===== config.mk =====
export PLATFORM = sky130hd
export DESIGN_NAME = ldst_control_unit
export DESIGN_NICKNAME = d
export VERILOG_FILES = /design/src/rtl/cpu_ctrl_pkg.sv /design/src/rtl/mem_wait_counter.sv /design/src/rtl/ldst_control_unit.sv
export SDC_FILE = /design/constraint.sdc
export NUM_CORES = 1
export LEC_CHECK = 0
export CORE_ASPECT_RATIO = 1.5
export CORE_MARGIN = 2
export CORE_UTILIZATION = 43
export DETAILED_ROUTE_END_ITERATION = 8
export DONT_BUFFER_PORTS = 1
export SLEW_MARGIN = 20
export SYNTH_ARGS = -nofsm -noshare
export SYNTH_HDL_FRONTEND = slang
export SYNTH_SLANG_ARGS = --single-unit

===== constraint.sdc =====
create_clock -name Clock -period 2.3 [get_ports Clock]
set_input_delay 0.23 -clock Clock [delete_from_list [all_inputs] [get_ports Clock]]
set_output_delay 0.23 -clock Clock [all_outputs]
set_load 0.02 [all_outputs]

===== src/rtl/cpu_ctrl_pkg.sv =====
`default_nettype none
// ============================================================================
// Module  : cpu_ctrl_pkg
// Brief   : Shared constants for the load/store control unit: instruction
//           field positions, opcodes, ALU codes, FSM state encodings and the
//           instruction class latched at decode.
// Revision: 1.0 - initial release
// ============================================================================
package cpu_ctrl_pkg;

    // Instruction field slice positions
    localparam int OPC_MSB = 31;
    localparam int OPC_LSB = 27;
    localparam int RA_MSB  = 26;
    localparam int RA_LSB  = 23;
    localparam int RB_MSB  = 22;
    localparam int RB_LSB  = 19;
    localparam int C_MSB   = 18;
    localparam int C_LSB   = 0;

    // Opcodes handled by this control unit
    localparam logic [4:0] OP_LD   = 5'b00000;
    localparam logic [4:0] OP_LDI  = 5'b00001;
    localparam logic [4:0] OP_ST   = 5'b00010;
    localparam logic [4:0] OP_HALT = 5'b11011;

    // ALU operation codes
    localparam logic [4:0] ALU_NOP = 5'b00000;
    localparam logic [4:0] ALU_ADD = 5'b00011;

    // FSM state encodings; values 10..15 are illegal and recover to S_RST
    typedef enum logic [3:0] {
        S_RST  = 4'd0,
        S_T0   = 4'd1,
        S_T1   = 4'd2,
        S_T2   = 4'd3,
        S_T3   = 4'd4,
        S_T4   = 4'd5,
        S_T5   = 4'd6,
        S_T6   = 4'd7,
        S_T7   = 4'd8,
        S_HALT = 4'd9
    } state_t;

    // Instruction class captured at decode, steers T5..T7
    typedef enum logic [1:0] {
        K_LD  = 2'd0,
        K_LDI = 2'd1,
        K_ST  = 2'd2
    } kind_t;

    // States that perform a memory access and may be stretched by the
    // wait counter: fetch read (T1), ld read (T6), st write (T7).
    function automatic logic is_mem_state(input state_t s, input kind_t k);
        return (s == S_T1) || ((s == S_T6) && (k == K_LD)) ||
               ((s == S_T7) && (k == K_ST));
    endfunction

endpackage
`default_nettype wire


===== src/rtl/mem_wait_counter.sv =====
`default_nettype none
// ============================================================================
// Module  : mem_wait_counter
// Brief   : Down-counter that stretches memory-access states. Loaded with
//           LOAD_VAL on entry to a memory state, decremented each cycle the
//           FSM waits, saturates at zero.
// Ports   : clk     - clock
//           rst     - synchronous active-high reset (count to zero)
//           i_load  - load LOAD_VAL (priority over i_dec)
//           i_dec   - decrement by one when non-zero
//           o_zero  - count is zero, the access may complete
// Revision: 1.0 - initial release
// ============================================================================
module mem_wait_counter #(
    parameter int CNT_W    = 4,
    parameter int LOAD_VAL = 0     // must fit in CNT_W bits
) (
    input  logic clk,
    input  logic rst,
    input  logic i_load,
    input  logic i_dec,
    output logic o_zero
);

    localparam logic [CNT_W-1:0] c_load_val = CNT_W'(LOAD_VAL);
    localparam logic [CNT_W-1:0] c_one      = CNT_W'(1);

    logic [CNT_W-1:0] r_cnt;

    always_ff @(posedge clk) begin
        if (rst) begin
            r_cnt <= '0;
        end else if (i_load) begin
            r_cnt <= c_load_val;
        end else if (i_dec && (r_cnt != '0)) begin
            r_cnt <= r_cnt - c_one;
        end
    end

    assign o_zero = (r_cnt == '0);

endmodule
`default_nettype wire


===== src/rtl/ldst_control_unit.sv =====
`default_nettype none
// ============================================================================
// Module  : ldst_control_unit
// Brief   : Hardwired Moore control FSM for the data path. Sequences the
//           instruction fetch (T0-T2), decodes the opcode in T3 and runs the
//           execute steps of ld / ldi / st. HALT parks the unit until clear.
//           Memory states can be stretched by MEM_WAIT extra cycles.
// Ports   : Clock      - clock, all state changes on rising edge
//           clear      - synchronous active-high reset
//           ir[31:0]   - instruction register contents (opcode in [31:27])
//           PCout, Zlowout, MDRout, Cout, Rout, BAOut - bus drive selects
//           PCin, MARin, MDRin, IRin, Yin, ZHighin, Zlowin, Rin, IncPC
//                      - register load enables
//           Gra, Grb, Grc, Read, Write - register select and memory strobes
//           op[4:0]    - ALU operation (ADD in T4 of ld/ldi/st)
//           run        - 1 while sequencing, 0 in HALT
//           illegal    - pulses in T3 for an unsupported opcode
//           state_dbg  - current state encoding
// Revision: 1.0 - initial release
// ============================================================================
module ldst_control_unit
    import cpu_ctrl_pkg::*;
#(
    parameter int MEM_WAIT = 0,    // 0..15
    parameter int CNT_W    = 4     // must hold MEM_WAIT
) (
    input  logic        Clock,
    input  logic        clear,
    input  logic [31:0] ir,
    output logic        PCout,
    output logic        Zlowout,
    output logic        MDRout,
    output logic        Cout,
    output logic        Rout,
    output logic        BAOut,
    output logic        PCin,
    output logic        MARin,
    output logic        MDRin,
    output logic        IRin,
    output logic        Yin,
    output logic        ZHighin,
    output logic        Zlowin,
    output logic        Rin,
    output logic        IncPC,
    output logic        Gra,
    output logic        Grb,
    output logic        Grc,
    output logic        Read,
    output logic        Write,
    output logic [4:0]  op,
    output logic        run,
    output logic        illegal,
    output logic [3:0]  state_dbg
);

    state_t     r_state;
    state_t     w_next;
    kind_t      r_kind;
    kind_t      w_kind_next;
    logic [4:0] w_opc;
    logic       w_opc_illegal;
    logic       w_in_mem;
    logic       w_adv;
    logic       w_cnt_zero;
    logic       w_cnt_load;
    logic       w_cnt_dec;
    logic       w_unused_ir;

    assign w_opc         = ir[OPC_MSB:OPC_LSB];
    assign w_opc_illegal = (w_opc != OP_LD) && (w_opc != OP_LDI) &&
                           (w_opc != OP_ST) && (w_opc != OP_HALT);
    // Register and constant fields are consumed by the data path, not here.
    assign w_unused_ir   = ^{ir[RA_MSB:RA_LSB], ir[RB_MSB:RB_LSB], ir[C_MSB:C_LSB]};

    // A memory state advances only once its wait count has drained;
    // non-memory states always advance.
    assign w_in_mem   = is_mem_state(r_state, r_kind);
    assign w_adv      = !w_in_mem || w_cnt_zero;
    // Load on entry into a memory state, count down while holding in one.
    assign w_cnt_load = is_mem_state(w_next, w_kind_next) && (w_next != r_state);
    assign w_cnt_dec  = w_in_mem && !w_cnt_zero;

    mem_wait_counter #(
        .CNT_W    (CNT_W),
        .LOAD_VAL (MEM_WAIT)
    ) u_wait (
        .clk    (Clock),
        .rst    (clear),
        .i_load (w_cnt_load),
        .i_dec  (w_cnt_dec),
        .o_zero (w_cnt_zero)
    );

    // ------------------------------------------------------------------
    // State register
    // ------------------------------------------------------------------
    always_ff @(posedge Clock) begin
        if (clear) begin
            r_state <= S_RST;
            r_kind  <= K_LD;
        end else begin
            r_state <= w_next;
            r_kind  <= w_kind_next;
        end
    end

    // ------------------------------------------------------------------
    // Next-state logic; ir is only looked at in T3
    // ------------------------------------------------------------------
    always_comb begin
        w_next      = r_state;
        w_kind_next = r_kind;
        case (r_state)
            S_RST:  w_next = S_T0;
            S_T0:   w_next = S_T1;
            S_T1:   if (w_adv) w_next = S_T2;
            S_T2:   w_next = S_T3;
            S_T3: begin
                case (w_opc)
                    OP_LD: begin
                        w_next      = S_T4;
                        w_kind_next = K_LD;
                    end
                    OP_LDI: begin
                        w_next      = S_T4;
                        w_kind_next = K_LDI;
                    end
                    OP_ST: begin
                        w_next      = S_T4;
                        w_kind_next = K_ST;
                    end
                    OP_HALT: w_next = S_HALT;
                    default: w_next = S_T0;   // unsupported opcode acts as NOP
                endcase
            end
            S_T4:   w_next = S_T5;
            S_T5:   w_next = (r_kind == K_LDI) ? S_T0 : S_T6;
            S_T6:   if (w_adv) w_next = S_T7;
            S_T7:   if (w_adv) w_next = S_T0;
            S_HALT: w_next = S_HALT;
            default: w_next = S_RST;
        endcase
    end

    // ------------------------------------------------------------------
    // Moore output decode. T3 strobes are issued for every opcode since
    // they depend on state only; only the illegal flag looks at ir.
    // ------------------------------------------------------------------
    always_comb begin
        PCout   = 1'b0;
        Zlowout = 1'b0;
        MDRout  = 1'b0;
        Cout    = 1'b0;
        Rout    = 1'b0;
        BAOut   = 1'b0;
        PCin    = 1'b0;
        MARin   = 1'b0;
        MDRin   = 1'b0;
        IRin    = 1'b0;
        Yin     = 1'b0;
        ZHighin = 1'b0;
        Zlowin  = 1'b0;
        Rin     = 1'b0;
        IncPC   = 1'b0;
        Gra     = 1'b0;
        Grb     = 1'b0;
        Grc     = 1'b0;
        Read    = 1'b0;
        Write   = 1'b0;
        op      = ALU_NOP;
        run     = 1'b1;
        illegal = 1'b0;
        case (r_state)
            S_T0: begin
                PCout   = 1'b1;
                MARin   = 1'b1;
                IncPC   = 1'b1;
                ZHighin = 1'b1;
                Zlowin  = 1'b1;
            end
            S_T1: begin
                Zlowout = 1'b1;
                PCin    = 1'b1;
                Read    = 1'b1;
                MDRin   = 1'b1;
            end
            S_T2: begin
                MDRout  = 1'b1;
                IRin    = 1'b1;
            end
            S_T3: begin
                Grb     = 1'b1;
                BAOut   = 1'b1;
                Yin     = 1'b1;
                illegal = w_opc_illegal;
            end
            S_T4: begin
                Cout    = 1'b1;
                ZHighin = 1'b1;
                Zlowin  = 1'b1;
                op      = ALU_ADD;
            end
            S_T5: begin
                Zlowout = 1'b1;
                if (r_kind == K_LDI) begin
                    Gra = 1'b1;
                    Rin = 1'b1;
                end else begin
                    MARin = 1'b1;
                end
            end
            S_T6: begin
                MDRin = 1'b1;
                if (r_kind == K_ST) begin
                    Gra  = 1'b1;      // MDR captures Ra from the bus
                    Rout = 1'b1;
                end else begin
                    Read = 1'b1;
                end
            end
            S_T7: begin
                if (r_kind == K_ST) begin
                    Write = 1'b1;
                end else begin
                    MDRout = 1'b1;
                    Gra    = 1'b1;
                    Rin    = 1'b1;
                end
            end
            S_HALT: run = 1'b0;
            default: ;
        endcase
    end

    assign state_dbg = r_state;

endmodule
`default_nettype wire


* Yosys cells after proc, flatten, opt, wreduce, memory -nomap -nowiden *
Index checks and enable logic that the tools add are counted.

cells by class
  equal/unequal tests = 22
  multiplexer cells = 30
  reductions and logical operators = 29
  add/subtract/negate cells = 1

operators by type and width
  kind                count
  $pmux 4 s10         1
  $eq 4x3->1 const B  5
  $mux 1              16
  $eq 4x2->1 const B  3
  $eq 4x4->1 const B  3
  $mux 4              3
  $logic_and 1x1->1   10
  $logic_not 4->1     2
  $pmux 1 s2          4
  $pmux 4 s2          1
  $reduce_or 2->1     4
  $pmux 2 s3          1
  $eq 5x1->1 const B  1
  $eq 5x2->1 const B  1
  $eq 5x5->1 const B  1
  $logic_not 5->1     1
  $logic_or 1x1->1    5
  $ne 5x1->1 const B  1
  $ne 5x2->1 const B  1
  $ne 5x5->1 const B  1
  $reduce_bool 5->1   1
  $eq 2x2->1 const B  2
  $eq 4x1->1 const B  1
  $logic_not 2->1     2
  other kinds (9)     11

storage, ports and cells
  bits of input ports = 34
  logic and storage cells = 85
  register bits = 10
  output and inout bits = 31

* Longest topological paths before layout *
Gate-level depths: netlist of the first run.

  depth in word-level cells = 14
  depth in mapped cells = 9
  gate-level depth less buffers = 8

* By module *
Synthesis of the first run repeated with hierarchy kept, for this count alone.

unflattened totals
  cell total of the unflattened synthesis = 141
  area, all modules = 1034.7 µm²

by module, submodules not included
  module             area each (µm²)  cells an instance  instances
  ldst_control_unit  824.5            116                1
  mem_wait_counter   210.2            25                 1

* Worst setup path after synthesis of the first run *
No wires, ideal clock.

  path type = flip-flop to flip-flop
  start = register r_state[3], in the netlist state_dbg[3]
  end = register u_wait.r_cnt[2]
  clock period less this slack = 1871 ps
  stages on the path, launching flop included = 6
  data arrival time = 1791 ps
  buffers on the path = 0
  slack = 429 ps
  cells stage by stage = dfxtp_1 > nand2b_4 > nor4_4 > a21oi_2 > or4b_1 > a211oi_2

between the ends
  longest elaborated chain between the ends = 14
  elaborated cells between the ends (all ways) = 35

RTL lines
  element                           line                                                                          text
  start: declaration                ldst_control_unit.sv:56                                                       state_t r_state;
  start signal: assignment          ldst_control_unit.sv:102                                                      r_state <= w_next;
  $eq 4x3->1                        cpu_ctrl_pkg.sv:55, ldst_control_unit.sv:113
  $logic_and 1x1->1                 cpu_ctrl_pkg.sv:55                                                            return (s == S_T1) || ((s == S_T6) && (k == K_LD)) ||
  $logic_or 1x1->1 (2 in series)    cpu_ctrl_pkg.sv:55
  $logic_not 1->1                   ldst_control_unit.sv:78                                                       assign w_adv = !w_in_mem || w_cnt_zero;
  $logic_or 1x1->1                  ldst_control_unit.sv:78
  $mux 4, on equally long branches  ldst_control_unit.sv:139, ldst_control_unit.sv:116, ldst_control_unit.sv:138
  $pmux 4 s10                       ldst_control_unit.sv:113                                                      case (r_state)
  $eq 4x3->1                        cpu_ctrl_pkg.sv:55
  $logic_and 1x1->1                 cpu_ctrl_pkg.sv:55
  $logic_or 1x1->1 (2 in series)    cpu_ctrl_pkg.sv:55
  $logic_and 1x1->1                 ldst_control_unit.sv:80                                                       assign w_cnt_load = is_mem_state(w_next, w_kind_next) && (w_next != r_state);
  $reduce_or 2->1 (no line)         --
  end signal: assignment            mem_wait_counter.sv:34                                                        r_cnt <= c_load_val;
  end signal: assignment            mem_wait_counter.sv:36                                                        r_cnt <= r_cnt - c_one;
  end: declaration                  mem_wait_counter.sv:28                                                        logic [CNT_W-1:0] r_cnt;

Parallel ways exist; a longest one is shown, timed or not.
A chain may end at the register's enable or synchronous reset.

* Worst setup path after layout of the first run *
  start = register r_state[0], in the netlist state_dbg[0]
  end = output MARin

between the ends
  longest elaborated chain between the ends = 2
  elaborated cells between the ends (all ways) = 3

RTL lines
  element                                   line                      text
  $eq 4x3->1 or $eq 4x1->1 (tied branches)  ldst_control_unit.sv:173  case (r_state)
  $pmux 1 s2 *                              ldst_control_unit.sv:173
  end: declaration                          ldst_control_unit.sv:37   output logic MARin,

Mark *: on every way between the ends. The rest lies on a longest branch, timed or not.

==> impl_metrics.py, run 1 <==
metrics = {
    "final_layout": {
        "drive_gt1_frac": 0.188,
        "fin_nets": 169,
        "diodes": 0,
        "area_growth_pct": 8.46,
        "utilization": 0.499,
        "final_cell_mix": "nor2_1 (20), buf_4 (12), dfxtp_1 (10)",
        "layout.cells.most_common": "nor2_1",
    },
    "synth": {
        "async_flop_share": 0,
        "synth_top_area_cell": "dfxtp_1",
        "synth_edf_count": 0,
        "ys_types": 43,
        "syn_avg_cell_area_um2": 7.17,
        "synth.cell_area_um2": 932,
        "synthTopCellsByArea": "dfxtp_1 (21%), buf_4 (8.1%), nor2_1 (8.1%)",
        "synth_seq_cells": 10,
        "synth_top_area_share": 0.215,
        "syn-instance-count": 130,
        "yosysSeqAreaShare": 0.215,
        "yosys_warnings": 0,
        "ys.flop_type": "dfxtp_1",
    },
    "floorplan": {
        "die_w_um": 42.0,
        "ioPinCount": 65,
        "rows": 20,
        "floorplan.initialDensity": 0.460,
        "die_h_um": 61.0,
        "coreArea_um2": 2030,
        "dieArea_um2": 2560,
    },
    "run_status": {
        "status": "complete, no violations",
    },
    "power": {
        "switching_share": 0.312,
        "comb_power_share": 0.237,
        "power_switching_w": 0.000139,
        "power_leakage_nw": 0.397,
        "p_int_w": 0.000307,
        "power_density_nw_per_um2": 441,
        "peakVddDrop_v": 0.000320,
        "pwr-share-seq": 0.415,
        "power_frac_clock": 0.347,
    },
    "cts": {
        "cts_made_buffers": 3,
        "clk_pin_slew_ns": 0.06,
        "cts_root_buf": "clkbuf_4",
        "cts_hold_buf": 0,
        "cts-htree-levels": 1,
        "postCtsSetupRepairBufs": 0,
        "clockBufferDepth": 2,
        "cts_resized": 0,
        "clock_latency_ns": 0.26,
        "cts_tree": "done",
        "cts.sinks": 10,
    },
    "run": {
        "drv_cap": 0,
    },
    "place": {
        "dp_hpwl_um": 1670,
        "portBuffers": 0,
        "gp_congestion": 0.779,
    },
    "routing": {
        "drc": 0,
        "wire_per_inst_um": 13.7,
        "drt-pass1-iter-count": 4,
        "ant_nets": 0,
        "drt_wl_total_um": 2120,
        "routed_via_density": 5.75,
        "drt-initial-drc-count": 24,
        "vias": 892,
    },
    "setup_path": {
        "arrival_ns": 1.78,
        "criticalPathCategory": "register to output port",
        "worst_path_max_delay_cell": "dfxtp_1",
        "crit_chain": "buf_4, nand2b_1, or2_2, a21oi_1",
        "max_stage_delay_ns": 0.55,
        "critPathRequiredTime_ns": 2.07,
        "critPathCaptureType": "output port",
        "cp_max_fo": 7,
        "path_delay_family": "flip-flops",
        "crit_buf_inv": 1,
        "cp-start-kind": "register",
    },
    "sta": {
        "period_share": 0.873,
        "setup_violations": 0,
        "rsz0062_at_grt": "false",
        "slew_viol_final": 0,
        "slew_headroom": 0.650,
        "final.setup.tns_ns": 0,
        "tightest_slew_ns": 0.524,
        "post-route-min-period_ns": 2.01,
        "clock.fmax_mhz": 498,
        "fin_worst_skew_ns": 0.000755,
        "hold_viol_final": 0,
    },
    "grt": {
        "antenna_found_initial": 0,
        "grt_pass1_wl_um": 3460,
        "grt_pass1_vias": 843,
        "grt_use_total": 0.176,
        "grt_overflow": 0,
        "grt_start_max_net_pins": 15,
    },
    "min_path": {
        "hold_path_class": "input port to register",
    },
}
## through the flow
step | setup WS [ns] | instance area (µm²) | power, W | hold slack (ns) | cells
floorplan | 0.429 | 943 | 0.000285 | 0.429 | 133
global placement | 0.391 | 975 | 0.000295 | 0.302 | 151
detailed placement | 0.344 | 975 | 0.000295 | 0.303 | 151
CTS | 0.273 | 1010 | 0.000455 | 0.0155 | 155
global route | 0.177 | 1010 | 0.000473 | 0.0121 | 155
finish | 0.293 | 1010 | 0.000446 | 0.0298 | 155
## registers in the layout, summed over array words and instances (netlist names)
| signal | cells |
|---|---|
| u_wait.r_cnt | 4 |
| r_kind | 2 |
| state_dbg | 4 |
## per-layer routing
layer | track usage | vias up | share of wire
li1 | - | 454 | -
met3 | 0.0323 | 4 | 0.067
met2 | 0.339 | 30 | 0.52
met5 | 0 | - | 0
met1 | 0.183 | 404 | 0.40
met4 | 0.0938 | 0 | 0.015
## synthesized netlist by cell type, drive strengths merged (2+ instances only)
master,number
nor2,20
buf,15
a21oi,11
dfxtp,10
nor3,9
nand2,7
inv,6
nand2b,5
nand3b,5
o21ai,5
o22ai,3
a21o,2
a31oi,2
and2b,2
clkbuf,2
nand3,2
nand4b,2
nor2b,2
nor4,2
or3b,2
## layout make-up
type,instances,area [µm²]
Tap cell,22,27.5
Sequential cell,10,200
Inverter,6,22.5
Clock buffer,4,36.3
Fill cell,224,1020
Multi-Input combinational cell,100,614
Timing Repair Buffer,13,110
## power groups by stage
stage / registers [W] / clock network (W) / logic [W]
global route: 0.000186 / 0.000171 / 0.000115
global placement: 0.000189 / 0 / 0.000106
detailed placement: 0.000189 / 0 / 0.000106
CTS: 0.000185 / 0.000163 / 0.000106
floorplan: 0.000189 / 0 / 0.0000961
finish: 0.000185 / 0.000155 / 0.000106
## path summary, 6_finish.rpt
kind / startpoint / to / slack, ns / cells after the start
worst min-delay path: clear / state_dbg[1]$_SDFF_PP0_ / 0.03 / 1
worst min register to register: u_wait.r_cnt[2]$_SDFFE_PP0P_ / u_wait.r_cnt[2]$_SDFFE_PP0P_ / 0.54 / 2
worst max-delay path: state_dbg[0]$_SDFF_PP0_ / MARin / 0.29 / 4
worst max register to register: u_wait.r_cnt[0]$_SDFFE_PP0P_ / u_wait.r_cnt[1]$_SDFFE_PP0P_ / 0.35 / 8
## worst register-to-register path, cell delays in order (launching register included)
cell and delay, ns:
dfxtp_1 0.33, inv_1 0.06, ha_1 0.18, or3b_1 0.45
nand3b_1 0.19, o21ai_1 0.11, a31oi_1 0.22, a21oi_2 0.09
a2111oi_2 0.21
## kinds of logic (layout without fill, tap and decap cells)
| logic type | after synthesis | in the layout | share of synthesized area |
|---|---|---|---|
| buffers and inverters | 23 | 23 | 0.138 |
| other | 1 | 4 | 0.00402 |
| AND/OR/NAND/NOR | 65 | 65 | 0.409 |
| flip-flops | 10 | 10 | 0.215 |
| XOR/XNOR | 1 | 1 | 0.00940 |
| multiplexers | 1 | 1 | 0.0107 |
| adder cells (fa/ha/maj) | 1 | 1 | 0.0134 |
| AO/OA/AOI/OAI | 28 | 28 | 0.200 |
Note: power is estimated with default switching activity, not from simulation.
==> run 2, diff against run 1 <==
--- a/config.mk
+++ b/config.mk
@@ -5,7 +5,7 @@
 export SDC_FILE = /design/constraint.sdc
 export NUM_CORES = 1
 export LEC_CHECK = 0
-export CORE_ASPECT_RATIO = 1.5
+export CORE_ASPECT_RATIO = 1.1
 export CORE_MARGIN = 2
 export CORE_UTILIZATION = 43
 export DETAILED_ROUTE_END_ITERATION = 8
==> run 2 against run 1 <==
  * Maximum frequency shrank 0.34%
  * Global-route usage shrank 0.84 points
  * Register-to-register slack lost 0.06 ns
  * Worst hold slack lost 0.00063 ns
  * Sequential share of layout area down 0.29 points
  * Non-clock buffer count up 1
  * Combinational power about the same
  * Routed wire length fell by 2.4%
  * First-iteration DRC count fell by 83%
  * Count of clock-buffer cells in the layout unchanged
  * Die area shrank 0.29%
==> impl_metrics.py, run 2 (synthesized netlist as in run 1, its figures left out) <==
metrics = {
    "run_status": {
        "status": "complete, no violations",
    },
    "min_path": {
        "hold_path_class": "input port to register",
    },
    "cts": {
        "cts_resized": 0,
        "cts-htree-levels": 1,
        "cts_tree": "done",
        "clk_pin_slew_ns": 0.06,
        "cts_made_buffers": 3,
        "clockBufferDepth": 2,
        "cts.sinks": 10,
        "clock_latency_ns": 0.26,
        "cts_hold_buf": 0,
        "cts_root_buf": "clkbuf_4",
        "postCtsSetupRepairBufs": 0,
    },
    "final_layout": {
        "diodes": 0,
        "layout.cells.most_common": "nor2_1",
        "multi_input_area_um2": 614,
        "drive_gt1_frac": 0.194,
        "n_fill_cell": 212,
        "area_growth_pct": 10.1,
        "fin_nets": 170,
        "final_cell_mix": "nor2_1 (20), buf_4 (13), dfxtp_1 (10)",
        "seqCellArea_um2": 200,
    },
    "setup_path": {
        "worst_path_max_delay_cell": "or3b_1",
        "critPathRequiredTime_ns": 2.46,
        "max_stage_delay_ns": 0.45,
        "cp_max_fo": 6,
        "arrival_ns": 2.18,
        "crit_chain": "inv_1, ha_1, or3b_1, nand3b_1, o21ai_1, a31oi_1, a21oi_2, a2111oi_2",
        "crit_buf_inv": 1,
        "critPathCaptureType": "register",
        "cp-start-kind": "register",
        "criticalPathCategory": "register to register",
        "path_delay_family": "compound AO/OA/AOI/OAI gates",
    },
    "floorplan": {
        "floorplan.initialDensity": 0.461,
        "dieArea_um2": 2560,
        "die_w_um": 48.4,
        "coreArea_um2": 2020,
        "die_h_um": 52.8,
        "ioPinCount": 65,
        "rows": 17,
    },
    "grt": {
        "grt_start_max_net_pins": 16,
        "grt_pass1_wl_um": 3360,
        "grt_overflow": 0,
        "grt_pass1_vias": 815,
        "grt_use_total": 0.168,
        "antenna_found_initial": 0,
    },
    "power": {
        "power_leakage_nw": 0.402,
        "peakVddDrop_v": 0.000481,
        "power_density_nw_per_um2": 437,
    },
    "routing": {
        "drt_wl_total_um": 2070,
        "drt-pass1-iter-count": 4,
        "vias": 905,
        "ant_nets": 0,
        "drc": 0,
        "routed_via_density": 5.59,
        "drt-initial-drc-count": 4,
        "wire_per_inst_um": 12.8,
    },
    "sta": {
        "tightest_slew_ns": 0.501,
        "final.setup.tns_ns": 0,
        "period_share": 0.876,
        "clock.fmax_mhz": 497,
        "hold_viol_final": 0,
        "fin_worst_skew_ns": 0.000190,
        "slew_headroom": 0.665,
        "hold-worst-slack_ns": 0.0292,
        "post-route-min-period_ns": 2.01,
        "rsz0062_at_grt": "false",
        "setup_violations": 0,
        "slew_viol_final": 0,
    },
    "place": {
        "gp_congestion": 0.817,
        "portBuffers": 0,
        "dp_hpwl_um": 1660,
    },
    "run": {
        "drv_cap": 0,
    },
}
-- run 2: cell count changes in the layout (fill, tap and decap cells not counted), sizes merged --
cell / change
buf: +1
-- run 2: path summary, 6_finish.rpt --
| path | startpoint | cells past startpoint | end | slack [ns] |
|---|---|---|---|---|
| setup / recovery | u_wait.r_cnt[0]$_SDFFE_PP0P_ | 8 | u_wait.r_cnt[1]$_SDFFE_PP0P_ | 0.29 |
| hold / removal | clear | 1 | u_wait.r_cnt[2]$_SDFFE_PP0P_ | 0.03 |
| setup reg to reg | u_wait.r_cnt[0]$_SDFFE_PP0P_ | 8 | u_wait.r_cnt[1]$_SDFFE_PP0P_ | 0.29 |
| hold reg to reg | u_wait.r_cnt[2]$_SDFFE_PP0P_ | 2 | u_wait.r_cnt[2]$_SDFFE_PP0P_ | 0.54 |
-- run 2: per-layer routing --
metal / GRT usage / share of wire / vias up
li1: - / - / 464
met3: 0.0286 / 0.051 / 6
met5: 0 / 0 / -
met4: 0.0905 / 0.028 / 0
met2: 0.313 / 0.48 / 24
met1: 0.185 / 0.44 / 411
-- run 2: layout make-up --
cell class / count / share of cell area
inverters: 6 / 0.0220
multi-input cells: 100 / 0.599
clock buffers: 4 / 0.0354
flip-flops and latches: 10 / 0.195
repair buffers: 14 / 0.115
well taps: 28 / 0.0341
-- run 2: where the power goes --
group,internal [W],switching [W],leakage [nW],total (W)
combinational,0.0000358,0.0000727,0.300,0.000108
clock,0.0000961,0.0000587,0.0210,0.000155
sequential,0.000177,0.00000838,0.0811,0.000185
-- run 2: metrics by stage --
stage,setup slack [ns],instance area [µm²],total power (W),cells,utilization
3_3_place_gp,0.311,990,0.000296,158,0.490
6_report,0.286,1030,0.000448,162,0.508
5_1_grt,0.145,1030,0.000469,162,0.508
4_1_cts,0.264,1030,0.000455,162,0.508
3_5_place_dp,0.280,990,0.000297,158,0.490
2_1_floorplan,0.429,943,0.000285,133,-
